<file path="config.mk">
export PLATFORM = sky130hd
export DESIGN_NAME = seq_multiplier
export DESIGN_NICKNAME = d
export VERILOG_FILES = /design/src/rtl/seq_multiplier.sv
export SDC_FILE = /design/constraint.sdc
export NUM_CORES = 1
export LEC_CHECK = 0
export ABC_CLOCK_PERIOD_IN_PS = 4300
export CORE_UTILIZATION = 53
export DETAILED_ROUTE_END_ITERATION = 10
export PLACE_DENSITY = 0.81
export SYNTH_ARGS = -nofsm -noshare
export SYNTH_HDL_FRONTEND = slang
export SYNTH_SLANG_ARGS = --single-unit
</file>
<file path="constraint.sdc">
create_clock -name clk -period 4.3 [get_ports clk]
set_clock_uncertainty 0.2 [all_clocks]
set_input_delay 1.075 -clock clk [delete_from_list [all_inputs] [get_ports clk]]
set_output_delay 1.075 -clock clk [all_outputs]
set_load 0.05 [all_outputs]
</file>
<file path="src/rtl/seq_multiplier.sv">
// Sequential signed shift-add multiplier: one W+1-bit add/subtract per cycle,
// full 2W-bit two's-complement product after W cycles, start/busy/done handshake.
module seq_multiplier #(
   parameter int W = 32
) (
   input  logic                   clk,
   input  logic                   rst_n,
   input  logic                   start,
   input  logic signed [W-1:0]    a,
   input  logic signed [W-1:0]    b,
   output logic                   busy,
   output logic                   done,
   output logic signed [2*W-1:0]  product
);

   localparam int CW = $clog2(W);
   localparam logic [CW-1:0] LAST = CW'(W - 1);

   typedef enum logic [1:0] {S_IDLE, S_RUN, S_DONE} state_t;

   state_t             state;
   logic signed [W:0]  mcand;
   logic signed [W:0]  hi;
   logic signed [W:0]  sum;
   logic [W-1:0]       lo;
   logic [CW-1:0]      cnt;

   // The multiplier MSB carries negative weight, so the final partial product subtracts.
   function automatic logic signed [W:0] step_sum(input logic signed [W:0] acc,
                                                  input logic signed [W:0] m,
                                                  input logic              bit0,
                                                  input logic              last);
      if (!bit0)
         return acc;
      else if (last)
         return acc - m;
      else
         return acc + m;
   endfunction

   assign sum     = step_sum(hi, mcand, lo[0], cnt == LAST);
   assign product = {hi[W-1:0], lo};

   always_ff @(posedge clk or negedge rst_n) begin
      if (!rst_n) begin
         state <= S_IDLE;
         busy  <= 1'b0;
         done  <= 1'b0;
         mcand <= '0;
         hi    <= '0;
         lo    <= '0;
         cnt   <= '0;
      end else begin
         case (state)
            S_IDLE: begin
               if (start) begin
                  mcand <= {a[W-1], a};
                  hi    <= '0;
                  lo    <= b;
                  cnt   <= '0;
                  busy  <= 1'b1;
                  state <= S_RUN;
               end
            end
            S_RUN: begin
               // Arithmetic right shift of {sum, lo} by one bit.
               hi  <= {sum[W], sum[W:1]};
               lo  <= {sum[0], lo[W-1:1]};
               cnt <= cnt + 1'b1;
               if (cnt == LAST) begin
                  busy  <= 1'b0;
                  done  <= 1'b1;
                  state <= S_DONE;
               end
            end
            S_DONE: begin
               done  <= 1'b0;
               state <= S_IDLE;
            end
            default: state <= S_IDLE;
         endcase
      end
   end

endmodule
</file>
==> results by group <==
Synthesis
  • Count leader, synth: nand2_1
  • Synth Flop Type: dfrtp_1
  • Commonest cells post-synth: nand2_1 (130), dfrtp_1 (105), o21ai_0 (91)
  • Yosys reg bits: around 110
  • EDFF count, synth: 0
  • Yosys warning count: 0
  • Sequential fraction of the synthesis area: between 30% and 40%
  • Main area contributors after synthesis: dfrtp_1 (38%), nand2_1 (7.1%), o21ai_0 (6.6%)
  • Asr flop ratio synth: between 90% and 100%
  • Mapped Nets: roughly 900
  • Syn Area/Cell: roughly 8.5 um2
  • Top-area cell type share of the netlist area: a little under two fifths
  • Post-synthesis cell count: 806
  • Synth Cell Area: 6850 um2
  • Area leader, netlist: dfrtp_1
  • Synth cell types: between 50 and 60

Detailed routing
  • Final wirelength: 18,500 um
  • DR iter-0 viols: around 520
  • Vias per inst: 5.76
  • Vias after detailed routing: approximately 6,400
  • Drt wl/cell: between 15 and 20 um
  • Drt pass-1 iters: 5
  • # DRC: 0
  • Routed Antenna Nets: 0

Floorplanning
  • Horiz. Die Dim: 116 um
  • Starting density of the core: a little over half
  • Die height: between 100 and 150 um
  • CORE AREA: about 13,000 um2
  • Die Area: approximately 13,000 um2
  • Top-Level Pins: ~130
  • Row cnt: between 40 and 50

GRT
  • Vias in the first global route: approximately 5,900
  • Pin count of the biggest net entering global routing: 65
  • Initial antenna violation count: 0
  • First-pass GRT wire length: 29,600 um
  • GRT Overall Usage: between 20% and 30%
  • Congestion Overflow GR: 0

Setup path
  • CP Capture Type: flip-flop
  • Crit path max fanout: 7
  • Arrival time worst endpoint: 4.11 ns
  • Setup CP Type: reg -> reg
  • Setup crit start kind: flip-flop
  • Worst endpoint required time: about 4.3 ns

Pwr
  • PD cells: roughly 1000 nW/um2
  • Pleak: 3.78 nW
  • Maximum VDD drop: 0.459 mV
  • Tot Pwr: ~0.0086 W

Placed design
  • Placement Setup Slack: 0.175 ns
  • # port buffers: about 130
  • DP Wirelength: roughly 13,000 um
  • GP Congestion: 0.930

STA
  • Period utilization: a little over nine tenths
  • Min Tclk post-route: just over 4 ns
  • Setup TNS: 0 ns
  • Fmax: 0.245 GHz
  • Final Hold Vio Count: 0
  • Worst setup margin: about 0.22 ns
  • RSZ-0062 raised after global routing: yes
  • Hold slack: around 0.31 ns
  • Final Max Tran Viols: 0
  • Slew headroom: about 44%
  • Worst slew pin tran: about 0.83 ns
  • # setup viols final: 0

Clock tree
  • CTS tree: done
  • Worst skew pair latency: about 0.36 ns
  • Clock sinks: around 110
  • CTS H-Tree Depth: 3
  • CTS Buffer Depth: 2
  • Clock Pin Slew Worst Setup and Hold Paths: 0.07 ns
  • Num CTS Buffers: 9
  • CTS root buf: clkbuf_16
  • Hold_buf cts: 0

Finish
  • Proportion of layout cells with a drive suffix above 1: between 6 and 7%
  • Fillcell total: between 1,000 and 1,500
  • Layout net count: ~1,000
  • Area Overhead vs Synth: 28.7%
  • N_diodes: 0

Min path
  • Min-delay worst type: reg -> reg

Flow run
  • MaxCap Viol Count: 0

Run status
  • Status: completed
## stage by stage
stage          util [%]  area (um2)  std cells
3_5_place_dp       66.5        8390       1088
6_report           69.9        8820       1104
2_1_floorplan         -        6850        806
3_3_place_gp       66.5        8390       1088
4_1_cts            69.4        8760       1103
5_1_grt            69.9        8820       1104
## registers in the layout, summed over array words and instances (netlist names)
name	cells
state	2
cnt	5
hi	32
done	1
mcand	32
lo	32
busy	1
## cell usage in the layout (no fill, tap or decap), drive strengths merged, types with 3 or more instances in the layout
cell / Yosys / routed
and3: 3 / 3
xnor2: 46 / 46
nand4: 6 / 6
o22ai: 4 / 4
a22oi: 49 / 49
xor2: 11 / 11
nor2: 36 / 36
a21oi: 78 / 78
clkdlybuf4s50: 0 / 131
a31oi: 10 / 10
a211o: 3 / 3
nor4: 5 / 5
mux2i: 11 / 11
nand2b: 4 / 4
nor3b: 4 / 4
bufinv: 0 / 4
o21bai: 5 / 5
o21a: 8 / 8
nand2: 130 / 130
and2: 4 / 4
nor3: 10 / 10
nor2b: 40 / 40
clkbuf: 32 / 10
a21o: 8 / 8
o21ai: 93 / 93
inv: 20 / 20
dfrtp: 105 / 105
buf: 8 / 20
nand3: 8 / 8
ha: 35 / 35
## report_power, final
part / internal (W) / switching [W] / leakage [nW]
clock network: 0.000641 / 0.000373 / 0.175
logic: 0.00221 / 0.00331 / 2.31
registers: 0.00147 / 0.000566 / 1.30
total: 0.00432 / 0.00425 / 3.78
## critical path, stage by stage, from the launching register on
cell     delay, ns
dfrtp_2       0.45
nor3_4        0.23
nand2_1       0.09
nor2_2        0.11
nand2_1       0.10
nor4_2        0.15
buf_4         0.21
nand3_2       0.11
nor3_4        0.27
a21oi_1       0.13
xnor2_1       0.16
ha_2          0.33
a21o_1        0.20
a21oi_2       0.15
or4b_2        0.62
o22ai_2       0.16
xor2_1        0.17
o21ai_0       0.10
## what timing repair did
action,in CTS,in global routing
setup buffers,0,1
resized for setup,0,12
setup endpoints to repair,0,8
## layer usage
metal	vias up	global-route usage (%)	part of all wire, %
met5	-	0	0
li1	3108	-	-
met3	25	5.75	5.2
met1	3039	38.4	45
met4	0	7.69	1.5
met2	182	46.1	48
## cells by family (layout without fill, tap and decap cells)
logic type / Yosys count / after routing / share of synthesized area [%]
xor gates and xnor gates: 57 / 57 / 7.28
AOI/OAI and AO/OA: 274 / 274 / 24.1
buffers and inverters: 60 / 186 / 3.30
and+or+nand+nor: 261 / 261 / 18.2
adders and majority gates: 36 / 36 / 6.68
muxes: 13 / 13 / 2.10
DFF: 105 / 105 / 38.3
## worst paths after layout
path | cells after the start | slack [ns] | from | endpoint
worst max-delay path | 17 | 0.22 | mcand[4]$_DFFE_PN0P_ | hi[28]$_DFFE_PN0P_
worst min-delay path | 1 | 0.31 | cnt[3]$_DFFE_PN0P_ | cnt[3]$_DFFE_PN0P_
worst max register to register | 17 | 0.22 | mcand[4]$_DFFE_PN0P_ | hi[28]$_DFFE_PN0P_
worst min register to register | 1 | 0.31 | cnt[3]$_DFFE_PN0P_ | cnt[3]$_DFFE_PN0P_
max in group asynchronous | 2 | 2.59 | rst_n | mcand[24]$_DFFE_PN0P_
min in group asynchronous | 1 | 0.61 | rst_n | hi[5]$_DFFE_PN0P_
## cell type report
cell class / count / area (um2) / area share, %
multi-input combinational: 641 / 4060 / 46.0
sequential: 105 / 2630 / 29.8
timing repair buffer: 151 / 1470 / 16.7
clock buffer: 10 / 239 / 2.71
tap: 172 / 215 / 2.44
clock inverter: 5 / 128 / 1.45
inverter: 20 / 75.1 / 0.851
Power figures use the tool's default switching activity.
==> RTL change 1, RTL diff (same settings) <==
Make the reset (`rst_n`) synchronous in one clocked block.
--- a/src/rtl/seq_multiplier.sv
+++ b/src/rtl/seq_multiplier.sv
@@ -42,5 +42,5 @@
    assign product = {hi[W-1:0], lo};
 
-   always_ff @(posedge clk or negedge rst_n) begin
+   always_ff @(posedge clk) begin
       if (!rst_n) begin
          state <= S_IDLE;
Check against the original RTL: differs if rst_n is asserted again (counterexample within 4 cycles, from zero or initial values and one cycle with rst_n low); with rst_n held inactive, the same outputs for 4 cycles.
==> RTL change 1 against the original RTL <==
  * Routed wire length decreased by 0.64%
  * Die area fell by 2.8%
  * Sequential cell count stayed put
  * Area after synthesis down 2.9%
  * Critical path depth shrank 2
  * Worst setup slack improved by 0.044 ns
  * Via count increased by 3.2%
  * Final area decreased by 4.9%
  * Critical path type unchanged
  * Largest cell class unchanged
Power is not compared: it rests on default switching activity, and its combinational part moved more than twofold at a synthesized area within 25%.
==> RTL change 1: results (changes against the original RTL) <==
setup_path:
  arrival_ns: 4.07  # -0.04 ns
  crit_path_max_incr_delay_ns: 0.39  # -0.23 ns
  regToRegStartpoint: "cnt[0]$_SDFFE_PN0P_"
  reg2regPathDepth: 15  # -2
  crit_family: "compound AO/OA/AOI/OAI gates"
  r2r-end: "hi[16]$_SDFFE_PN0P_"
  critical-path-slowest-cell: "ha_1"
clock_network:
  h-tree-depth: 3  # unchanged
  cts_buffers: 9  # unchanged
  clock_path_buffers: 2  # unchanged
logic_synthesis:
  synth_area_leaders: "dfxtp_1, ha_1, nand2_1"
  synth_cell_types: 57  # -1.7%
  synth-compound-area-share_pct: 26.6  # +2.6 points
  synth_xor_xnor_area_share_pct: 7.10  # -0.18 points
  synth_fp_nets: 960  # +5.6%
  ys_seq_area_share_pct: 31.6  # -6.8 points
  avgSynthCellArea_sq_um: 7.77  # -8.6%
  synth_top_area_share_pct: 31.6  # -6.8 points
  yosys-top-cells-count: "nand2_1, dfxtp_1, nor2_1, a21oi_1, xnor2_1"
  synth.area.mux_share_pct: 1.67  # -0.43 points
  synthAdderAreaFrac_pct: 6.88  # +0.20 points
  synthArstFlopShare_pct: 0  # -100 points
place:
  place_ws_ns: 0.289  # +0.114 ns
  dp_hpwl_um: 13300  # +3.8%
  place_area_sq_um: 8090  # -3.7%
  gp_congestion: 0.912  # -1.9%
routing:
  finalWirelength_um: 18400  # -0.64%
  wl_per_cell_um: 16.3  # -3.0%
  wl_met2_um: 8430  # -5.6%
  dr_wl_met3_um: 1460  # +53%
  m1WireLength_um: 8320  # -0.70%
  drtIter0Drc: 457  # -12%
  viasPerCell: 5.80  # +0.73%
grt:
  grt_pass1_vias: 6184  # +4.1%
  gr-usage-met3_pct: 8.10  # +2.3 points
  grtUsageMet2_pct: 47.5  # +1.4 points
  grt_max_degree: 86  # +32%
  grtUsageMet1_pct: 38.0  # -0.44 points
  grt_pass1_wl_um: 30200  # +2.0%
worst_hold_path:
  min_path_cells: 2  # +1
  hp-start: "lo[26]$_SDFFE_PN0P_"
  holdPathEnd: "lo[26]$_SDFFE_PN0P_"
layout:
  clkCellAreaFrac_pct: 3.43  # -0.72 points
  final_core_util_pct: 69.2  # -0.66 points
  regArea_sq_um: 2100  # -20%
  inv_count: 17  # -15%
  drive_gt1_share_pct: 4.57  # -2.1 points
  layout.nonclk_buf_share_pct: 16.9  # +0.15 points
  fillers: 1017  # -3.8%
  num-nets-final: 1062  # +3.0%
  multi_input_gates: 681  # +6.2%
  multiInputGateArea_sq_um: 4310  # +6.1%
  layout.non_clock_buffers: 145  # -4.0%
status:
  status: "complete, no violations"
floorplan:
  tap_cells: 168  # -2.3%
sta:
  worst_hold_slack_ns: 0.291  # -0.0204 ns
  layout_setup_ws_ns: 0.264  # +0.0437 ns
  max_slew_margin_pct: 39.5  # -4.9 points
power_and_ir_drop:
  total_power_uw: 2970
[RTL change 1: changes by cell type in the layout (fill, tap and decap cells not counted), moves of 12 or more]
cell and delta:
a211oi_1 +12, a21boi_0 +38, a22oi_1 -44, dfrtp_1 -104
dfxtp_1 +105, nand2_1 -15, nor2_1 +67, nor2b_1 -24
o21ai_0 -65, o221ai_1 +36
[RTL change 1: worst max path at each step]
stage / from / endpoint
final: cnt[0]$_SDFFE_PN0P_ / hi[16]$_SDFFE_PN0P_
after global routing: mcand[0]$_SDFFE_PN0P_ / hi[30]$_SDFFE_PN0P_
after CTS: mcand[0]$_SDFFE_PN0P_ / hi[30]$_SDFFE_PN0P_
after detailed placement: mcand[0]$_SDFFE_PN0P_ / hi[30]$_SDFFE_PN0P_
after global placement: cnt[0]$_SDFFE_PN0P_ / hi[25]$_SDFFE_PN0P_
after floorplan: mcand[0]$_SDFFE_PN0P_ / hi[30]$_SDFFE_PN0P_
==> RTL change 2, RTL diff (config.mk and constraints unchanged) <==
Without the edit above. Set the parameter `W` to 64 (it was 32).
--- a/src/rtl/seq_multiplier.sv
+++ b/src/rtl/seq_multiplier.sv
@@ -2,5 +2,5 @@
 // full 2W-bit two's-complement product after W cycles, start/busy/done handshake.
 module seq_multiplier #(
-   parameter int W = 32
+   parameter int W = 64
 ) (
    input  logic                   clk,
Ports: changed (resized a, b and product); port bits go from 133 to 261. The function was not compared with the original's and may differ.
==> RTL change 2 against the original RTL <==
  * The run now ends with setup timing left
  * Final area grew 140%
  * Sequential cell count increased by 97
  * Worst setup slack lost 0.89 ns
  * Routed wire length grew to 2.8 times the old value
  * Utilization is 14 points higher
  * Area after synthesis up 98%
Power is not shown: default switching activity piles up to over one toggle a cycle in this logic, so the estimate is an artifact.
==> RTL change 2: results (changes against the original RTL) <==
logic_synthesis:
  synth_cells: 1647  # +100%
  ys_seq_area_share_pct: 37.3  # -1.0 points
  synthArstFlopShare_pct: 100  # unchanged
  yosys-top-cells-count: "nand2_1, dfrtp_1, o21ai_0, a22oi_1, a21oi_1"
  synth_fp_nets: 1845  # +100%
  synth_area_leaders: "dfrtp_1, nand2_1, o21ai_0"
clock_network:
  path_clk_slew_ns: 0.06
  cts_buffers: 25  # +16
  clock_path_buffers: 3  # +1
  h-tree-depth: 1  # -2
  insertion_delay_ns: 0.55  # +0.19 ns
routing:
  m1WireLength_um: 19600  # +130%
  finalWirelength_um: 52700  # +180%
  drt-pass1-iter-count: 6  # +1
  dr_wl_met3_um: 4480  # +370%
  drtIter0Drc: 1721  # +230%
  wl_met2_um: 25700  # +190%
  viasPerCell: 6.22  # +8.0%
layout:
  syn_to_final_growth_pct: 55.6
  fillers: 1422  # +35%
  drive_gt1_share_pct: 27.2  # +21 points
  fin_cells: 2544  # +130%
  largestRegisters: "hi (64), lo (64), mcand (64)"
setup_path:
  crit_family: "simple AND/OR/NAND/NOR gates"
  regToRegStartpoint: "mcand[12]$_DFFE_PN0P_"
  path_class: "register to register"
  arrival_ns: 5.20  # +1.09 ns
  crit_path_max_incr_delay_ns: 0.54  # -0.08 ns
  r2r-end: "hi[59]$_DFFE_PN0P_"
  r2r_slack_ns: -0.67  # -0.89 ns
  critical-path-slowest-cell: "or4_4"
place:
  dp_hpwl_um: 34500  # +170%
  placed_cells: 2444  # +120%
  place_ws_ns: -0.629  # -0.804 ns
  io_buffers: 260  # +97%
  gp_congestion: 0.927  # -0.30%
  place_area_sq_um: 18700  # +120%
sta:
  worst_hold_slack_ns: 0.306  # -0.00538 ns
  layout_setup_ws_ns: -0.666  # -0.886 ns
  tns_ns: -18.42  # -18.42 ns
  setup_viol: 43  # +43
grt:
  grtUsageMet2_pct: 64.7  # +19 points
  grt_pass1_vias: 14900  # +150%
  grt.total_usage_pct: 36.3  # +8.0 points
  grt_max_degree: 89  # +37%
  gr-usage-met3_pct: 5.87  # +0.12 points
  grt_pass1_wl_um: 76000  # +160%
  grtUsageMet1_pct: 43.4  # +5.0 points
status:
  failed_checks: "setup timing"
  status: "complete, but fails checks"
worst_hold_path:
  hp-start: "cnt[5]$_DFFE_PN0P_"
  holdPathEnd: "cnt[5]$_DFFE_PN0P_"
==> RTL change 2: what timing repair did <==
action	CTS	global route
gates resized for setup	118	155
setup buffers	29	30
pin swaps	67	69
endpoints found under the setup margin	41	46
gates cloned	0	0
==> RTL change 2: kinds of logic (layout without fill, tap and decap cells) <==
family / after synthesis / after routing / share of synthesized area (%)
AND/OR/NAND/NOR: 577 / 577 / 19.1
AO/OA/AOI/OAI: 534 / 534 / 24.6
flip-flops: 202 / 202 / 37.3
buffers and inverters: 129 / 696 / 3.58
XOR/XNOR: 120 / 120 / 7.76
adder cells (fa/ha/maj): 67 / 67 / 6.25
multiplexers: 18 / 18 / 1.33
==> RTL change 2: final cells by class <==
cell class	count	area share, %
Sequential cell	202	24.0
Clock inverter	19	1.02
Tap cell	330	1.96
Multi-Input combinational cell	1316	43.5
Inverter	30	0.535
Clock buffer	27	3.10
Timing Repair Buffer	620	25.8
